==> src/rtl/des_job_scheduler.sv <==
// Job scheduler for replicated DES search cores: cuts one job into 2^CHUNK_BITS-seed
// chunks, keeps every core busy and folds the per-core match counters into a job total.
module des_job_scheduler #(
    parameter int NUM_CORES  = 4,
    parameter int CHUNK_BITS = 16
) (
    input  logic                    clk,
    input  logic                    rst_n,
    input  logic                    job_start,
    input  logic [63:0]             job_seed,
    input  logic [31:0]             job_chunks,
    input  logic                    abort,
    input  logic [NUM_CORES-1:0]    core_done,
    input  logic [64*NUM_CORES-1:0] core_counter,
    output logic [NUM_CORES-1:0]    core_start,
    output logic [NUM_CORES-1:0]    core_restart,
    output logic [63:0]             core_seed,
    output logic                    busy,
    output logic                    job_done,
    output logic [63:0]             total_count,
    output logic [1:0]              state_dbg
);

    // Core handshake: core_start[i] is a one-cycle request carrying core_seed; the core
    // answers with a done level that is held until the one-cycle core_restart[i] retires it.
    // core_done[i] and its counter are trusted only while core i is marked active.

    localparam logic [63:0] SEED_STEP = 64'd1 << CHUNK_BITS;

    typedef enum logic [1:0] {
        S_IDLE = 2'd0,
        S_RUN  = 2'd1,
        S_DONE = 2'd2
    } state_t;

    state_t               state, state_n;
    logic [63:0]          next_seed, next_seed_n;
    logic [31:0]          remaining, remaining_n;
    logic [NUM_CORES-1:0] active, active_n;
    logic [NUM_CORES-1:0] cool, cool_n;
    logic [NUM_CORES-1:0] start_n, restart_n;
    logic [63:0]          seed_n, total_n;
    logic                 busy_n, job_done_n;
    logic [NUM_CORES-1:0] collect_mask, dispatch_mask;
    logic [63:0]          collect_val;

    assign state_dbg = state;

    // Lowest-index finished core; scanning downward lets the lowest hit win.
    always_comb begin
        collect_mask = '0;
        collect_val  = '0;
        for (int i = NUM_CORES - 1; i >= 0; i--) begin
            if (active[i] && core_done[i]) begin
                collect_mask    = '0;
                collect_mask[i] = 1'b1;
                collect_val     = core_counter[64*i +: 64];
            end
        end
    end

    always_comb begin
        dispatch_mask = '0;
        for (int j = NUM_CORES - 1; j >= 0; j--) begin
            if (!active[j] && !cool[j] && !collect_mask[j]) begin
                dispatch_mask    = '0;
                dispatch_mask[j] = 1'b1;
            end
        end
    end

    always_comb begin
        state_n     = state;
        next_seed_n = next_seed;
        remaining_n = remaining;
        active_n    = active;
        cool_n      = '0;
        start_n     = '0;
        restart_n   = '0;
        seed_n      = core_seed;
        total_n     = total_count;
        job_done_n  = job_done;
        case (state)
            S_IDLE, S_DONE: begin
                if (job_start) begin
                    next_seed_n = job_seed;
                    remaining_n = job_chunks;
                    total_n     = '0;
                    job_done_n  = 1'b0;
                    active_n    = '0;
                    state_n     = S_RUN;
                end
            end
            S_RUN: begin
                if (abort) begin
                    restart_n   = active;
                    active_n    = '0;
                    remaining_n = '0;
                    state_n     = S_IDLE;
                end else if (remaining == '0 && active == '0) begin
                    job_done_n = 1'b1;
                    state_n    = S_DONE;
                end else begin
                    if (collect_mask != '0) begin
                        total_n   = total_count + collect_val;
                        restart_n = collect_mask;
                        active_n  = active_n & ~collect_mask;
                        // Hold the core off for a cycle while its done level falls.
                        cool_n    = collect_mask;
                    end
                    if (remaining != '0 && dispatch_mask != '0) begin
                        start_n     = dispatch_mask;
                        seed_n      = next_seed;
                        active_n    = active_n | dispatch_mask;
                        next_seed_n = next_seed + SEED_STEP;
                        remaining_n = remaining - 32'd1;
                    end
                end
            end
            default: state_n = S_IDLE;
        endcase
        busy_n = (state_n == S_RUN);
    end

    always_ff @(posedge clk or negedge rst_n) begin
        if (!rst_n) begin
            state <= S_IDLE;
        end else begin
            state <= state_n;
        end
    end

    always_ff @(posedge clk or negedge rst_n) begin
        if (!rst_n) begin
            next_seed    <= '0;
            remaining    <= '0;
            active       <= '0;
            cool         <= '0;
            core_start   <= '0;
            core_restart <= '0;
            core_seed    <= '0;
            busy         <= 1'b0;
            job_done     <= 1'b0;
            total_count  <= '0;
        end else begin
            next_seed    <= next_seed_n;
            remaining    <= remaining_n;
            active       <= active_n;
            cool         <= cool_n;
            core_start   <= start_n;
            core_restart <= restart_n;
            core_seed    <= seed_n;
            busy         <= busy_n;
            job_done     <= job_done_n;
            total_count  <= total_n;
        end
    end

endmodule

==> config.mk <==
export PLATFORM = sky130hd
export DESIGN_NAME = des_job_scheduler
export DESIGN_NICKNAME = d
export VERILOG_FILES = /design/src/rtl/des_job_scheduler.sv
export SDC_FILE = /design/constraint.sdc
export NUM_CORES = 1
export LEC_CHECK = 0
export BUFFER_PORTS_ARGS = -buffer_cell sky130_fd_sc_hd__buf_2
export CAP_MARGIN = 10
export CELL_PAD_IN_SITES_DETAIL_PLACEMENT = 1
export CELL_PAD_IN_SITES_GLOBAL_PLACEMENT = 2
export CORE_AREA = 3 3 241 243
export CTS_CLUSTER_DIAMETER = 150
export DETAILED_ROUTE_END_ITERATION = 7
export DIE_AREA = 0 0 244 246
export PLACE_DENSITY_LB_ADDON = 0.1
export RECOVER_POWER = 25
export SYNTH_ARGS = -nofsm -noshare
export SYNTH_HDL_FRONTEND = slang
export SYNTH_SLANG_ARGS = --single-unit
==> constraint.sdc <==
create_clock -name clk -period 5 [get_ports clk]
set_input_delay 1 -clock clk [delete_from_list [all_inputs] [get_ports clk]]
set_output_delay 1 -clock clk [all_outputs]
set_load 0.1 [all_outputs]
======== After elaboration in Yosys (flattened, before gate mapping) ========
Index checks and enable logic that the tools add are counted.
cells by class
  add/sub/neg operators ................... 3
  equality and inequality tests ........... 11
  muxes and demuxes ....................... 54
  bitwise operators ....................... 5
  reductions and logical operators ........ 40
operators with widths
  kind                    count
  $mux 64                 12
  $pmux 64 s2             2
  $mux 32                 4
  $mux 4                  26
  $add 64x17->64 const B  1
  $add 64x64->64          1
  $pmux 32 s2             1
  $logic_not 32->1        1
  $reduce_bool 32->1      1
  $sub 32x1->32 const B   1
  $logic_and 1x1->1       14
  $logic_not 1->1         12
  $ne 2x2->1 const B      6
  $reduce_and 4->1        3
  $reduce_and 5->1        2
  $pmux 4 s2              1
  $reduce_bool 4->1       2
  $mux 2                  3
  $ne 3x3->1 const B      2
  $and 4x4->4             1
  $eq 2x1->1 const B      2
  $logic_not 4->1         1
  $not 4->4               1
  $or 4x4->4              1
  9 further kinds         12
word-level totals
  register bits after elaboration ......... 244
  bits of input ports ..................... 360
  output and inout port bits .............. 140
  word-level logic and storage cells ...... 124

======== Logic depth before layout (Yosys ltp) ========
Gate-level depths: netlist of run 1.
  depth after elaboration ................. 17
  gate-level depth with buffers ........... 17
  mapped depth without buffers ............ 15

======== Worst setup path after synthesis of run 1 ========
Ideal clock, no wire load.
  path kind ............................... in2reg
  start ................................... input core_done[2]
  end ..................................... register total_count[63]
  setup time .............................. 0.073 ns
  data arrival time ....................... 4.123 ns
  data required time ...................... 4.927 ns
  setup slack ............................. 0.805 ns
  stages on the path ...................... 16
  buffers on the path ..................... 2
  path through ............................ and2_1 nor2_1 clkbuf_1 a221oi_1 nor2_1 ha_1 buf_2 a21oi_1 o21ai_1 a2111oi_4 a211oi_2 o21ai_4 nor4bb_2 or3_1 a211o_1 nand3_1
on the way
  longest elaborated chain between the ends .. 9
  elaborated cells between the ends (all ways) .. 15
  classes of those cells .................. 1 x add/sub; 1 x eq/ne; 10 x mux; 3 x reduce/logical
RTL lines
  element                line  text
  start, declared        13    input logic [NUM_CORES-1:0] core_done,
  $logic_and 1x1->1 *    54    if (active[i] && core_done[i]) begin
  $mux 64 (3 in series)  54
  $add 64x64->64         105   total_n = total_count + collect_val;
  $mux 64                104   if (collect_mask != '0) begin
  $mux 64                100   end else if (remaining == '0 && active == '0) begin
  $mux 64                95    if (abort) begin
  $pmux 64 s2            83    case (state)
  end signal, assigned   155   total_count <= total_n;
  end, declared          20    output logic [63:0] total_count,
Every way passes the cells marked *; elsewhere a longest branch is shown, timed or not. The select of a mux whose other input is x is not followed.
A chain may end at the register's enable or synchronous reset.

======== Worst setup path after layout of run 1 ========
  start ................................... input core_done[2]
  end ..................................... register total_count[50]
The elaborated chain is that of the path after synthesis.

==> impl_metrics.toml, run 1 <==
[global_routing]
grt_max_degree = 93
grt_first_pass_wirelength_microns = 112200
grt_usage = 0.2401
grt_pass1_vias = 18500
grt_overflow = 0
antenna_found_initial = 11

[sta]
setup_tns_ns = 0
final_max_slew_viol_count = 169
slew_headroom = -0.5216
min_period_ns = 4.755
layout_setup_ws_ns = 0.2446
period_share = 0.9511
fin_skew_ns = 0.01913
hold_viol = 0
fmax_mhz = 210.3
worst_pin_slew_ns = 2.282
grt_setup_unrepaired = "no"
whs_ns = 0.4639
setup_violations = 0

[drt]
vias = 17620
drc_errors = 0
vias_per_cell = 5.337
wl_microns = 74170
postRouteAntennaNets = 0
drtIter0Drc = 869
wl_per_cell_microns = 22.47
dr.pass1.iters = 5

[power]
vdd_drop_max_mv = 0.3622
leakage_nw = 10.00
p_per_area_nw_per_um2 = 620.0

[synth]
synth.distinct_cells = 82
synth_edf_count = 0
synth_area_sq_um = 16290
async_flop_share = 1.000
synth_nets = 2499
avgSynthCellArea_sq_um = 7.914
yosysSeqAreaShare = 0.3749
synth_warnings = 0
syn_inst = 2058
synth_flop_cell = "dfrtp_1"
ys_ff_latch = 244

[clocking]
clockBufferDepth = 3
cts_setup_buffers = 0
clk_latency_ns = 0.55
cts_buffers = 34
clk_pin_slew_ns = 0.06
hold_buffers = 0
clock-sinks = 244
cts.htree.levels = 2
cts_resized = 0
tritoncts = "yes"
clockRootBuffer = "clkbuf_16"

[placement]
dp_slack_ns = -0.2038
portBuffers = 499
dp_hpwl_microns = 56940
dp.cells = 3235
gp_congestion = 0.8779

[worst_setup_path]
r2r_slack_ns = 0.36
worstReg2RegStart = "active[2]$_DFFE_PN0P_"
worstPathRequired_ns = 5.44
critPathKind = "input pin to flip-flop"
timing.rr.end = "total_count[50]$_DFFE_PN0P_"
cp-end-kind = "flip-flop"
path_max_fanout = 19
crit_path_start_kind = "input pin"
cp.arrival_ns = 5.20
r2r_cells = 14

[cells_and_area]
stdcell_count = 3301
drive_above_1_share = 0.2570
final_cell_mix = "buf_2 (499), nand2_1 (429), dfrtp_1 (244)"
area_growth_pct = 28.56
nNetsFinal = 2957
multi_input_area_sq_um = 9664
fill_cells = 6886
final_common_cell = "buf_2"
register_area_sq_um = 6106

[min_path]
worstHoldStart = "core_seed[33]$_DFFE_PN0P_"
min_to = "core_seed[33]$_DFFE_PN0P_"
whs_path_depth = 2
hp-class = "flip-flop to flip-flop"

[run_status]
violations = "capacitance limit, slew limit"
status = "finished, violations left"

[floorplanning]
fp.coreArea_sq_um = 56170
die_width_microns = 244
dieArea_sq_um = 60020
io_pins = 500
start_util = 0.2900
fp-row-count = 87
die_h_microns = 246

[job]
drv_cap = 2
-- routing by layer --
metal	global-route usage	share of wire	up-vias
met5	0	0.00085	-
li1	-	-	8390
met2	0.4068	0.48	449
met1	0.3029	0.43	8661
met4	0.09539	0.038	12
met3	0.04364	0.049	107
-- kinds of logic after synthesis --
logic type / Yosys count / share of synthesized area
compound gates: 681 / 0.2658
flops: 244 / 0.3749
simple gates: 837 / 0.2269
fa+ha+maj: 81 / 0.06269
mux: 2 / 0.001229
buf+inv: 155 / 0.03726
xor+xnor: 58 / 0.03119
-- state kept, by name (all words and copies together), names as in the netlist --
| register | count |
|---|---|
| core_restart | 4 |
| busy | 1 |
| total_count | 64 |
| state_dbg | 2 |
| cool | 4 |
| active | 4 |
| job_done | 1 |
| core_start | 4 |
| core_seed | 64 |
| remaining | 32 |
| next_seed | 64 |
-- cell type report --
type | instances | share of cell area
Multi-Input combinational cell | 1659 | 0.4615
Sequential cell | 244 | 0.2916
Timing Repair Buffer | 557 | 0.1436
Clock buffer | 48 | 0.04703
Tap cell | 756 | 0.04517
Clock inverter | 13 | 0.006991
Inverter | 20 | 0.003585
Antenna cell | 4 | 0.0004780
-- worst max-delay path: stages --
cell and delay [ns]:
buf_2 0.13, and2_2 0.23, buf_4 0.24, a221oi_1 0.74
nor2_1 0.17, ha_1 0.44, a21oi_1 0.10, o21ai_0 0.31
o21ai_0 0.22, a21oi_1 0.39, a32oi_1 0.29, a21oi_2 0.40
a21boi_1 0.13, xor2_1 0.16, o31ai_1 0.22
-- stage by stage --
stage | area (sq um) | utilization | total power, mW
after floorplan | 16290 | - | 8.615
after global placement | 19810 | 0.3527 | 10.48
after detailed placement | 19810 | 0.3527 | 10.55
after CTS | 20940 | 0.3728 | 13.13
after global routing | 20930 | 0.3727 | 13.76
final | 20940 | 0.3728 | 12.98
-- cells in the mapped netlist (12+ instances only) --
| master | n | area share |
|---|---|---|
| nand2_1 | 432 | 0.10 |
| dfrtp_1 | 244 | 0.37 |
| nor2_1 | 190 | 0.044 |
| a21oi_1 | 174 | 0.053 |
| o21ai_0 | 166 | 0.051 |
| clkbuf_1 | 113 | 0.026 |
| o22ai_1 | 93 | 0.036 |
| ha_1 | 80 | 0.061 |
| a221oi_1 | 65 | 0.035 |
| nand3_1 | 48 | 0.015 |
| nand4_1 | 39 | 0.015 |
| a21o_1 | 33 | 0.015 |
| xor2_1 | 33 | 0.018 |
| nor3_1 | 29 | 0.0089 |
| xnor2_1 | 25 | 0.013 |
| inv_1 | 20 | 0.0046 |
| buf_2 | 17 | 0.0052 |
| o21ai_1 | 16 | 0.0049 |
| and3_1 | 15 | 0.0058 |
| o31ai_1 | 15 | 0.0069 |
| and2_1 | 13 | 0.0050 |
| a31oi_1 | 12 | 0.0046 |
| nand2b_1 | 12 | 0.0046 |
| nor4_1 | 12 | 0.0046 |
-- worst max-delay path by stage --
stage / start / endpoint / slack (ns)
2_1_floorplan: core_done[2] / total_count[63]$_DFFE_PN0P_ / 0.80
3_3_place_gp: core_done[2] / total_count[50]$_DFFE_PN0P_ / -0.15
3_5_place_dp: core_done[2] / total_count[50]$_DFFE_PN0P_ / -0.20
4_1_cts: core_done[2] / total_count[50]$_DFFE_PN0P_ / 0.34
5_1_grt: core_done[2] / total_count[50]$_DFFE_PN0P_ / 0.01
6_report: core_done[2] / total_count[50]$_DFFE_PN0P_ / 0.24
-- report_power, final --
part	internal [mW]	leakage, nW	switching (mW)
Clock	1.49	0.553	0.999
Sequential	2.61	3.07	0.682
Combinational	1.65	6.38	5.56
No activity file was read; power rests on OpenSTA's default activity.
==> run 2: changes to the inputs <==
Settings changed: CELL_PAD_IN_SITES_DETAIL_PLACEMENT 1 to default, CELL_PAD_IN_SITES_GLOBAL_PLACEMENT 2 to default, CORE_AREA 3 3 241 243 to 3 3 193 195, DIE_AREA 0 0 244 246 to 0 0 196 198, PLACE_DENSITY from default to 0.72, PLACE_DENSITY_LB_ADDON 0.1 to default.
==> impl_metrics.toml, run 2 (synthesis results as in run 1) <==
[floorplanning]
fp.coreArea_sq_um = 35570
die_h_microns = 198
start_util = 0.4579
fp-row-count = 69
dieArea_sq_um = 38810
die_width_microns = 196
io_pins = 500

[sta]
whs_ns = 0.4398
setup_violations = 0
slew_headroom = -1.090
setup_tns_ns = 0
final_max_slew_viol_count = 119
fin_skew_ns = 0.01256
min_period_ns = 4.606
period_share = 0.9212
fmax_mhz = 217.1
hold_viol = 0
grt_setup_unrepaired = "no"
worst_pin_slew_ns = 3.134

[power]
pwr-share-comb = 0.567
vdd_drop_max_mv = 0.6072
p_per_area_nw_per_um2 = 617.6
clkPwrFrac = 0.170
internal_power_mw = 5.470
switchingPower_mw = 7.006
leakage_nw = 9.780
swShare = 0.5616
seqPwrFrac = 0.263

[cells_and_area]
multi_input_area_sq_um = 9647
reg.largest.list = "core_seed x64, next_seed x64, total_count x64"
final_common_cell = "buf_2"
area_growth_pct = 24.03
fill_cells = 3336
final_cell_mix = "buf_2 (498), nand2_1 (429), dfrtp_1 (244)"
drive_above_1_share = 0.2490
register_area_sq_um = 6106
nNetsFinal = 2926
final_util = 0.5679
finish.instance_area_sq_um = 20200
stdcell_count = 2974

[global_routing]
grt_max_degree = 120
grt_overflow = 0
grt_usage = 0.3188
grt_first_pass_wirelength_microns = 98470
antenna_found_initial = 6
grt_pass1_vias = 17290

[drt]
vias_per_cell = 5.958
wl_per_cell_microns = 21.71
postRouteAntennaNets = 0
dr.pass1.iters = 5
wl_microns = 64580
drc_errors = 0
drtIter0Drc = 1605
vias = 17720

[worst_setup_path]
cp.arrival_ns = 5.07
path_max_fanout = 48
cp-end-kind = "flip-flop"
worstReg2RegStart = "active[2]$_DFFE_PN0P_"
r2r_slack_ns = 0.48
crit_path_start_kind = "input pin"
critPathKind = "input pin to flip-flop"
timing.rr.end = "total_count[58]$_DFFE_PN0P_"
worstPathRequired_ns = 5.46
timing.critical_path.from = "core_done[2]"
r2r_cells = 14

[min_path]
worstHoldStart = "cool[2]$_DFF_PN0_"
hp-class = "flip-flop to flip-flop"
min_to = "core_start[2]$_DFF_PN0_"
whs_path_depth = 1

[clocking]
tritoncts = "yes"
clockBufferDepth = 3
cts.htree.levels = 1
cts_buffers = 28
clockRootBuffer = "clkbuf_16"
cts_resized = 0
cts_setup_buffers = 0
hold_buffers = 0
clk_latency_ns = 0.55
clock-sinks = 244
clk_pin_slew_ns = 0.06

[placement]
portBuffers = 499
dp_hpwl_microns = 49450
gp_congestion = 1.035
placed_cell_area_sq_um = 19240
dp.cells = 2916

[run_status]
status = "finished, violations left"
violations = "capacitance limit, slew limit"

[job]
drv_cap = 1
## run 2: cell types whose count changed in the layout (fill, tap and decap cells not counted), moves of 2 or more
cell        previous run  this run
clkinv_4               1         3
clkinv_8               2         0
buf_4                 49        27
clkbuf_8               6         3
clkinvlp_4             2         5
clkbuf_1               8         2
diode_2                4         7
clkbuf_16             35        29
## run 2: layout make-up
class / count / share of cell area
antenna: 7 / 0.0008671
clock buffer: 34 / 0.03834
clock inverter: 17 / 0.009105
inverter: 20 / 0.003716
multi-input combinational: 1659 / 0.4775
sequential: 244 / 0.3023
tap: 461 / 0.02855
timing repair buffer: 532 / 0.1396
## run 2: worst max path at each step
stage                                       end  depth (start not counted)  slack (ns)
floorplan           total_count[63]$_DFFE_PN0P_                         16        0.80
global placement    total_count[50]$_DFFE_PN0P_                         15        0.05
detailed placement  total_count[58]$_DFFE_PN0P_                         15       -0.05
CTS                 total_count[58]$_DFFE_PN0P_                         15        0.54
global route        total_count[58]$_DFFE_PN0P_                         15        0.14
finish              total_count[58]$_DFFE_PN0P_                         15        0.39
## run 2: power groups by stage
stage / registers, mW / clock network, mW / logic, mW
after global placement: 3.27 / 0 / 6.98
after detailed placement: 3.29 / 0 / 7.03
after CTS: 3.27 / 2.17 / 7.05
after floorplan: 6.11 / 0 / 2.51
final: 3.28 / 2.12 / 7.07
after global routing: 3.36 / 2.24 / 7.53
## run 2: routing by layer
metal  GRT usage  vias up  wire (microns)
met5           0        -              33
met4      0.1275        6            2906
met3     0.04798      137            4828
met2      0.5369      835           30500
met1      0.4147     8397           26310
li1            -     8344               -
## run 2: worst max-delay path, stage by stage
cell and delay (ns):
buf_2 0.12, and2_2 0.24, buf_12 0.18, a221oi_1 0.57, nor2_1 0.26, ha_1 0.47, nand2_1 0.07, o21ai_0 0.43
o21ai_0 0.21, a21oi_1 0.35, a32oi_1 0.24, a21oi_2 0.36, a31oi_1 0.15, xor2_1 0.16, o21ai_0 0.18
## run 2: per-stage QoR
stage	total power [mW]	setup WS [ns]
5_1_grt	13.12	0.1354
3_5_place_dp	10.32	-0.04829
2_1_floorplan	8.615	0.8047
3_3_place_gp	10.26	0.04856
6_report	12.48	0.3942
4_1_cts	12.49	0.5364
